## config.mk

```make
export PLATFORM = sky130hd
export DESIGN_NAME = rob_commit_sched
export DESIGN_NICKNAME = d
export VERILOG_FILES = /design/src/rtl/rob_commit_sched.sv
export SDC_FILE = /design/constraint.sdc
export NUM_CORES = 1
export LEC_CHECK = 0
export BUFFER_PORTS_ARGS = -buffer_cell sky130_fd_sc_hd__buf_4
export CAP_MARGIN = 40
export CORE_MARGIN = 10
export CORE_UTILIZATION = 60
export DETAILED_ROUTE_END_ITERATION = 8
export GPL_ROUTABILITY_DRIVEN = 0
export MAX_ROUTING_LAYER = met4
export PLACE_DENSITY = 0.77
export RECOVER_POWER = 50
export SYNTH_ARGS = -nofsm -noshare
export SYNTH_HDL_FRONTEND = slang
export SYNTH_SLANG_ARGS = --single-unit
```

## constraint.sdc

```tcl
create_clock -name clk -period 6 [get_ports clk]
set_input_delay 0.6 -clock clk [delete_from_list [all_inputs] [get_ports clk]]
set_output_delay 0.6 -clock clk [all_outputs]
set_load 0.02 [all_outputs]
```

## src/rtl/rob_commit_sched.sv

```systemverilog
// rob_commit_sched: reorder-buffer tag allocation, writeback capture and
// strictly in-order retirement with a flush on a mispredicted branch at the head.
module rob_commit_sched #(
    parameter int ROB_LOG = 4
) (
    input  logic               clk,
    input  logic               rst,
    input  logic               rdy,
    input  logic               issue_valid,
    input  logic [4:0]         issue_rd,
    input  logic               issue_is_branch,
    output logic               rename_valid,
    output logic [ROB_LOG-1:0] issue_RobId,
    output logic               rob_full,
    input  logic               wb_valid,
    input  logic [ROB_LOG-1:0] wb_RobId,
    input  logic [31:0]        wb_value,
    input  logic               wb_mispredict,
    input  logic [31:0]        wb_target,
    output logic               commit_valid,
    output logic [4:0]         commit_dest,
    output logic [31:0]        commit_value,
    output logic [ROB_LOG-1:0] commit_RobId,
    output logic               jump_flag,
    output logic [31:0]        jump_pc
);
    localparam int DEPTH = 1 << ROB_LOG;
    localparam int CW = ROB_LOG + 1;
    logic [DEPTH-1:0]   r_busy, r_ready, r_isbr, r_mis;
    logic [4:0]         r_dest   [DEPTH];
    logic [31:0]        r_value  [DEPTH];
    logic [31:0]        r_target [DEPTH];
    logic [ROB_LOG-1:0] r_head, r_tail;
    logic [CW-1:0]      r_count;
    logic               r_commit_valid, r_jump;
    logic [4:0]         r_commit_dest;
    logic [31:0]        r_commit_value, r_jump_pc;
    logic [ROB_LOG-1:0] r_commit_id;
    logic               w_wb, w_commit, w_flush;
    assign rob_full     = r_count >= CW'(DEPTH - 1);
    assign rename_valid = issue_valid & ~rob_full & ~r_jump & rdy;
    assign issue_RobId  = r_tail;
    assign w_wb         = wb_valid & ~r_jump & r_busy[wb_RobId];
    // Commit looks only at pre-edge ready, so a same-edge writeback to the head waits one cycle.
    assign w_commit     = ~r_jump & r_busy[r_head] & r_ready[r_head];
    assign w_flush      = w_commit & r_isbr[r_head] & r_mis[r_head];
    assign commit_valid = r_commit_valid;
    assign commit_dest  = r_commit_dest;
    assign commit_value = r_commit_value;
    assign commit_RobId = r_commit_id;
    assign jump_flag    = r_jump;
    assign jump_pc      = r_jump_pc;
    always_ff @(posedge clk) begin
        if (rst) begin
            r_busy         <= '0;
            r_ready        <= '0;
            r_isbr         <= '0;
            r_mis          <= '0;
            r_head         <= '0;
            r_tail         <= '0;
            r_count        <= '0;
            r_commit_valid <= 1'b0;
            r_commit_dest  <= '0;
            r_commit_value <= '0;
            r_commit_id    <= '0;
            r_jump         <= 1'b0;
            r_jump_pc      <= '0;
        end else if (rdy) begin
            if (w_wb) begin
                r_ready[wb_RobId]  <= 1'b1;
                r_value[wb_RobId]  <= wb_value;
                r_mis[wb_RobId]    <= wb_mispredict;
                r_target[wb_RobId] <= wb_target;
            end
            if (rename_valid) begin
                r_busy[r_tail]  <= 1'b1;
                r_ready[r_tail] <= 1'b0;
                r_dest[r_tail]  <= issue_rd;
                r_isbr[r_tail]  <= issue_is_branch;
                r_tail          <= r_tail + 1'b1;
            end
            r_commit_valid <= w_commit;
            if (w_commit) begin
                r_busy[r_head] <= 1'b0;
                r_head         <= r_head + 1'b1;
                r_commit_dest  <= r_dest[r_head];
                r_commit_value <= r_value[r_head];
                r_commit_id    <= r_head;
            end
            r_count <= r_count + CW'(rename_valid) - CW'(w_commit);
            r_jump  <= w_flush;
            // Flush wins over the allocate/commit pointer updates above.
            if (w_flush) begin
                r_jump_pc <= r_target[r_head];
                r_busy    <= '0;
                r_head    <= '0;
                r_tail    <= '0;
                r_count   <= '0;
            end
        end
    end
endmodule

```

==> results.py, run 1 <==
metrics = {
    "synthesis": {
        "syn_avg_cell_area_um2": 20.0,
        "synth_top_area_share_pct": 68.4,
        "synth_seq_cells": 1256,
        "syn_area_um2": 48500,
        "synth.most_common_cell": "edfxtp_1",
        "syn_nets": 2525,
        "yosys-top-cells-count": "edfxtp_1, mux4_2, nand2_1",
        "yosys_warnings": 0,
        "synthTopCellsByArea": "edfxtp_1, mux4_2, dfxtp_1",
        "async_flop_share_pct": 0,
        "ys_seq_area_share_pct": 74.6,
        "synth_edf_count": 1104,
        "ys_types": 56,
        "ys.flop_type": "edfxtp_1",
        "synth.largest_area_cell": "edfxtp_1",
        "syn_inst": 2428,
    },
    "detailed_routing": {
        "drt-pass1-iter-count": 6,
        "ant_nets": 0,
        "drc_errors": 0,
        "wire_per_inst_um": 31.1,
        "wl_um": 118000,
        "viasPerCell": 6.74,
        "first_iter_violations": 3485,
        "vias": 25544,
    },
    "setup_path": {
        "crit_arrival_ns": 5.14,
        "crit_type": "input pin to register",
        "reg2reg_from": "r_head[0]",
        "critPathLaunchType": "input pin",
        "cp_max_fo": 71,
        "r2r_slack_ns": 1.62,
        "endpoint": "jump_pc[29]",
        "rr_endpoint": "r_count[4]",
        "cp-end-kind": "register",
        "crit_start": "rst",
        "required_ns": 6.35,
        "worst-r2r-cell-count": 16,
    },
    "finish": {
        "utilization_pct": 68.1,
        "drive_gt1_share_pct": 23.2,
        "area_delta_synth_final_pct": 12.8,
        "final_nets": 2712,
    },
    "floorplan": {
        "die_w_um": 304,
        "io-pin-count": 161,
        "die_area_um2": 92600,
        "start_util_pct": 60.4,
        "die_y_um": 304,
        "core_area_um2": 80300,
        "rows": 104,
    },
    "power_and_ir_drop": {
        "p_per_area_nw_per_um2": 312,
        "ir_worst_vdd_v": 0.000246,
        "p_leak_nw": 16.4,
        "power.total_mw": 17.1,
    },
    "global_routing": {
        "grt.total_usage_pct": 26.3,
        "grt_max_degree": 72,
        "overflow": 0,
        "grt_first_pass_wirelength_um": 177000,
        "grt_pass1_vias": 26288,
        "antenna_found_initial": 12,
    },
    "placement": {
        "dp_hpwl_um": 61300,
        "post-place-ws_ns": 1.79,
        "io_buffers": 160,
    },
    "sta": {
        "fin_crit_sh_pct": 79.8,
        "fmax_mhz": 209,
        "finalHoldViolations": 0,
        "tns_ns": 0,
        "finalCriticalPeriod_ns": 4.79,
        "setup_slack_ns": 1.21,
        "fin_skew_ns": 0.0267,
        "tightest_slew_ns": 3.58,
        "slew_headroom_pct": -138,
        "slew_viol_final": 104,
        "rsz0062_at_grt": "no",
        "setup_viol": 0,
    },
    "cts": {
        "htree_num_levels": 3,
        "post_cts_resized": 0,
        "cts-root-buf": "clkbuf_16",
        "post_cts_buffers": 0,
        "clock_latency_ns": 0.68,
        "cts.sinks": 1256,
        "cts_tree": "done",
        "postCtsHoldBufs": 0,
        "path_clk_slew_ns": 0.07,
        "cts_buffer_depth": 3,
        "cts_buffers": 114,
    },
    "job": {
        "drv_cap": 2,
    },
    "run_status": {
        "outcome": "finished with violations",
        "violations": "capacitance limit, slew limit",
    },
    "min_path": {
        "hp-start": "issue_is_branch",
        "worstHoldPathType": "input pin to register",
    },
}
==> state kept, by name (all words and copies together), names as in the netlist <==
| register | cells |
|---|---|
| commit_RobId | 4 |
| commit_dest | 5 |
| commit_valid | 1 |
| commit_value | 32 |
| issue_RobId | 4 |
| jump_flag | 1 |
| jump_pc | 32 |
| r_busy | 16 |
| r_count | 5 |
| r_dest | 80 |
| r_head | 4 |
| r_isbr | 16 |
| r_mis | 16 |
| r_ready | 16 |
| r_target | 512 |
| r_value | 512 |
==> critical path, stage by stage <==
cell and delay, ns:
clkbuf_1 1.62, clkbuf_1 2.62, a21oi_1 0.23
==> per-layer routing <==
layer  wire length [µm]  vias to the layer above  global-route usage [%]
li1                   -                    10342                       -
met1              43900                    13385                    34.5
met4               2630                        0                    7.14
met2              59400                     1623                    41.8
met3              11900                      194                    5.55
met5                  0                        -                       -
==> final cells by class <==
type	instances	area, µm²
multi-input cells	996	11600
diodes	15	37.5
clock inverters	57	593
fillers	4856	25600
flip-flops and latches	1256	36200
inverters	18	67.6
well taps	1060	1330
clock buffers	160	3240
repair buffers	229	1580
==> worst min-delay path by stage <==
stage	to	slack, ns	depth (start not counted)
after global placement	commit_RobId[1]	0.45	2
after global routing	r_isbr[4]	0.28	3
after floorplan	r_mis[12]	0.44	2
after CTS	r_value[6][18]	0.19	1
after detailed placement	commit_value[30]	0.45	2
final	r_isbr[7]	0.27	3
==> cells by family (layout without fill, tap and decap cells) <==
| kind of cell | after synthesis | after routing | synth area share [%] |
|---|---|---|---|
| xor gates and xnor gates | 5 | 5 | 0.0903 |
| and+or+nand+nor | 361 | 361 | 3.36 |
| buffers and inverters | 176 | 464 | 1.59 |
| adders and majority gates | 17 | 17 | 0.454 |
| other | 0 | 15 | 0 |
| muxes | 379 | 379 | 17.1 |
| AOI/OAI and AO/OA | 234 | 234 | 2.81 |
| DFF | 1256 | 1256 | 74.6 |
==> stage by stage <==
step / instances / hold slack, ns / area, µm²
6_report: 3791 / 0.272 / 54700
5_1_grt: 3788 / 0.276 / 54700
3_5_place_dp: 3557 / 0.450 / 51400
4_1_cts: 3774 / 0.187 / 55200
3_3_place_gp: 3538 / 0.445 / 51000
2_1_floorplan: 2428 / 0.436 / 48500
==> power breakdown <==
group / internal, mW / switching (mW) / leakage, nW / total, mW
sequential: 9.49 / 0.00544 / 11.1 / 9.50
combinational: 0.0384 / 0.169 / 3.37 / 0.208
clock: 4.24 / 3.13 / 1.88 / 7.36
total: 13.8 / 3.30 / 16.4 / 17.1
==> layout by cell type (no fill, tap or decap), types with 5 or more instances in the layout <==
cell type / instances
ha_1: 16
nor2_1: 48
nand3_1: 55
mux4_2: 354
o2111ai_1: 8
clkbuf_16: 116
edfxtp_1: 1104
o211ai_1: 14
nor2b_1: 9
nand3b_1: 11
clkbuf_8: 17
xnor2_1: 5
clkbuf_1: 178
inv_1: 15
buf_4: 44
nand2b_1: 9
nor3_1: 31
nand2_1: 163
mux2i_1: 21
o2bb2ai_1: 7
clkinv_2: 20
bufinv_16: 11
nor2_4: 7
nand4_1: 5
buf_12: 25
dfxtp_1: 148
and3_1: 5
diode_2: 15
a21o_1: 10
a21oi_1: 120
buf_16: 6
o21ai_0: 52
clkinv_1: 18
No activity file was read; power rests on OpenSTA's default activity.
==> run 2: changes to the inputs <==
--- a/config.mk
+++ b/config.mk
@@ -8,11 +8,11 @@
 export BUFFER_PORTS_ARGS = -buffer_cell sky130_fd_sc_hd__buf_4
 export CAP_MARGIN = 40
 export CORE_MARGIN = 10
-export CORE_UTILIZATION = 60
+export CORE_UTILIZATION = 56
 export DETAILED_ROUTE_END_ITERATION = 8
 export GPL_ROUTABILITY_DRIVEN = 0
 export MAX_ROUTING_LAYER = met4
-export PLACE_DENSITY = 0.77
+export PLACE_DENSITY = 0.76
 export RECOVER_POWER = 50
 export SYNTH_ARGS = -nofsm -noshare
 export SYNTH_HDL_FRONTEND = slang
==> constraint.sdc (replaced) <==
create_clock -name clk -period 4 [get_ports clk]
set_input_delay 0.4 -clock clk [delete_from_list [all_inputs] [get_ports clk]]
set_output_delay 0.4 -clock clk [all_outputs]
set_load 0.02 [all_outputs]
==> run 2 against run 1 <==
  * The flow still finishes with violations (capacitance limit, slew limit)
  * Sequential share of layout area is 1.2 points lower
  * Critical endpoint is now r_count[4]
  * Largest power group unchanged
  * Clock skew fell by 0.0015 ns
  * Register-to-register slack worse by 1.2 ns
  * Clock power up 58%
  * First-iteration DRC count up 5.2%
  * Power is 54% higher
  * Via count up 1.6%
  * Critical path type is now register to register
  * Cell area increased by 1.9%
  * Non-clock buffer count increased by 73
  * Wire length is 2.3% higher
  * Sequential power is 51% higher
  * Hold slack got worse by 0.23 ns
==> results.py, run 2 (synthesis gave the netlist of run 1 again) <==
metrics = {
    "setup_path": {
        "critPathLaunchType": "register",
        "rr_endpoint": "r_count[4]",
        "cpMostUsedCell": "inv_1",
        "cp-end-kind": "register",
        "slowest_stage": "mux4_1",
        "r2r_slack_ns": 0.46,
        "path_cells": "mux4_1 -> mux2i_1 -> mux2_2 -> or3_1 -> inv_1 -> ha_1 -> inv_1 -> ha_1 -> inv_1 -> fa_1 -> inv_1 -> a21o_1 -> a21oi_1 -> xnor2_1 -> o211ai_1 -> a21oi_1",
        "required_ns": 4.63,
        "cp_max_fo": 23,
        "worst-r2r-cell-count": 16,
        "crit_type": "register to register",
        "max_stage_delay_ns": 0.59,
        "crit_arrival_ns": 4.17,
        "reg2reg_from": "r_head[1]",
    },
    "detailed_routing": {
        "wire_per_inst_um": 30.5,
        "first_iter_violations": 3667,
        "wl_um": 121000,
        "drt-pass1-iter-count": 5,
        "dr.max_layer_used": "met4",
        "wl_met1_um": 44900,
        "ant_nets": 0,
        "drc_errors": 0,
        "vias": 25951,
        "wl_met2_um": 60500,
        "viasPerCell": 6.56,
        "wl_met3_um": 11500,
    },
    "finish": {
        "fill_cells": 5448,
        "utilization_pct": 65.1,
        "final_nets": 2790,
        "layout_commonest_cell": "edfxtp_1",
        "drive_gt1_share_pct": 23.1,
        "reg_top3": "r_target x512, r_value x512, r_dest x80",
        "area_delta_synth_final_pct": 14.9,
        "final_cell_mix": "edfxtp_1, mux4_2, clkbuf_1",
        "instances_no_fill": 3958,
    },
    "floorplan": {
        "die_y_um": 314,
        "die_w_um": 314,
        "die_area_um2": 98800,
        "io-pin-count": 161,
        "core_area_um2": 85500,
        "start_util_pct": 56.7,
        "rows": 107,
    },
    "global_routing": {
        "grt_first_pass_wirelength_um": 180000,
        "antenna_found_initial": 15,
        "grt_pass1_vias": 26922,
        "overflow": 0,
        "grt.total_usage_pct": 25.3,
        "grt_max_degree": 162,
    },
    "sta": {
        "setup_viol": 0,
        "tightest_slew_ns": 1.61,
        "slew_viol_final": 41,
        "setup_slack_ns": 0.461,
        "fin_skew_ns": 0.0252,
        "finalHoldViolations": 0,
        "rsz0062_at_grt": "no",
        "fin_crit_sh_pct": 88.5,
        "fmax_mhz": 283,
        "finalHoldWorstSlack_ns": 0.0433,
        "slew_headroom_pct": -7.50,
        "finalCriticalPeriod_ns": 3.54,
    },
    "min_path": {
        "hp-start": "issue_is_branch",
        "worstHoldPathType": "input pin to register",
        "hold_path_depth": 3,
        "min_to": "r_isbr[11]",
    },
    "run_status": {
        "outcome": "finished with violations",
        "violations": "capacitance limit, slew limit",
    },
    "power_and_ir_drop": {
        "p_per_area_nw_per_um2": 472,
        "power.total_mw": 26.3,
        "p_leak_nw": 16.8,
        "ir_worst_vdd_v": 0.000548,
    },
    "cts": {
        "post_cts_resized": 0,
        "cts-root-buf": "clkbuf_16",
        "clock_latency_ns": 0.71,
        "cts_buffers": 119,
        "htree_num_levels": 3,
        "cts_tree": "done",
        "cts_buffer_depth": 3,
        "cts.sinks": 1256,
        "post_cts_buffers": 0,
        "path_clk_slew_ns": 0.07,
        "postCtsHoldBufs": 69,
    },
    "job": {
        "drv_cap": 1,
    },
    "placement": {
        "dp_hpwl_um": 61700,
        "dp_cells": 3647,
        "io_buffers": 160,
        "post-place-ws_ns": 0.489,
    },
}
==> run 2: cell types whose count changed in the layout (fill, tap and decap cells not counted), moves of 3 or more <==
| cell | before | now |
|---|---|---|
| clkinv_2 | 20 | 16 |
| clkinv_1 | 18 | 10 |
| clkbuf_16 | 116 | 121 |
| buf_12 | 25 | 22 |
| clkbuf_1 | 178 | 190 |
| clkbuf_8 | 17 | 10 |
| buf_4 | 44 | 55 |
| bufinv_16 | 11 | 15 |
| nor2_1 | 48 | 43 |
| clkinvlp_4 | 3 | 8 |
| nor2_4 | 7 | 12 |
| dlygate4sd3_1 | 0 | 69 |
| buf_2 | 3 | 0 |
==> run 2: cell type report <==
cell class	count	area, µm²	area share, %
Antenna cell	14	35.0	0.0629
Clock buffer	170	3310	5.94
Clock inverter	58	759	1.36
Inverter	18	67.6	0.121
Multi-Input combinational cell	996	11700	21.0
Sequential cell	1256	36200	65.0
Tap cell	1144	1430	2.57
Timing Repair Buffer	302	2230	3.99
==> run 2: worst max-delay path by stage <==
stage,end,cells past startpoint,from
CTS,r_count[4],16,r_head[1]
global route,r_count[4],16,r_head[1]
finish,r_count[4],16,r_head[1]
detailed placement,r_count[4],16,r_head[1]
global placement,r_count[4],16,r_head[1]
floorplan,r_target[3][0],4,wb_RobId[0]
==> run 2: metrics by stage <==
step	cell area [µm²]	setup TNS, ns
6_report	55700	0
5_1_grt	55700	0
4_1_cts	56300	0
3_5_place_dp	51500	0
3_3_place_gp	51400	0
2_1_floorplan	48500	-132.06
==> run 2: where the power goes <==
group	switching (mW)	internal [mW]
Combinational	0.278	0.102
Sequential	0.00861	14.2
Clock	4.89	6.76
Total	5.17	21.1
==> run 2: metal layers <==
| layer | track usage, % | up-vias |
|---|---|---|
| met5 | - | - |
| met1 | 32.7 | 13504 |
| met2 | 40.4 | 1683 |
| met3 | 4.62 | 278 |
| met4 | 8.64 | 0 |
| li1 | - | 10486 |
==> run 2: worst max-delay path, delay by kind of cell, from the launching register on <==
kind / cells / cell delay [ns]
AND/OR/NAND/NOR: 1 / 0.14
multiplexers: 3 / 1.11
XOR/XNOR: 1 / 0.14
buffers and inverters: 4 / 0.24
flip-flops: 1 / 0.56
AO/OA/AOI/OAI: 4 / 0.44
adder cells (fa/ha/maj): 3 / 0.84
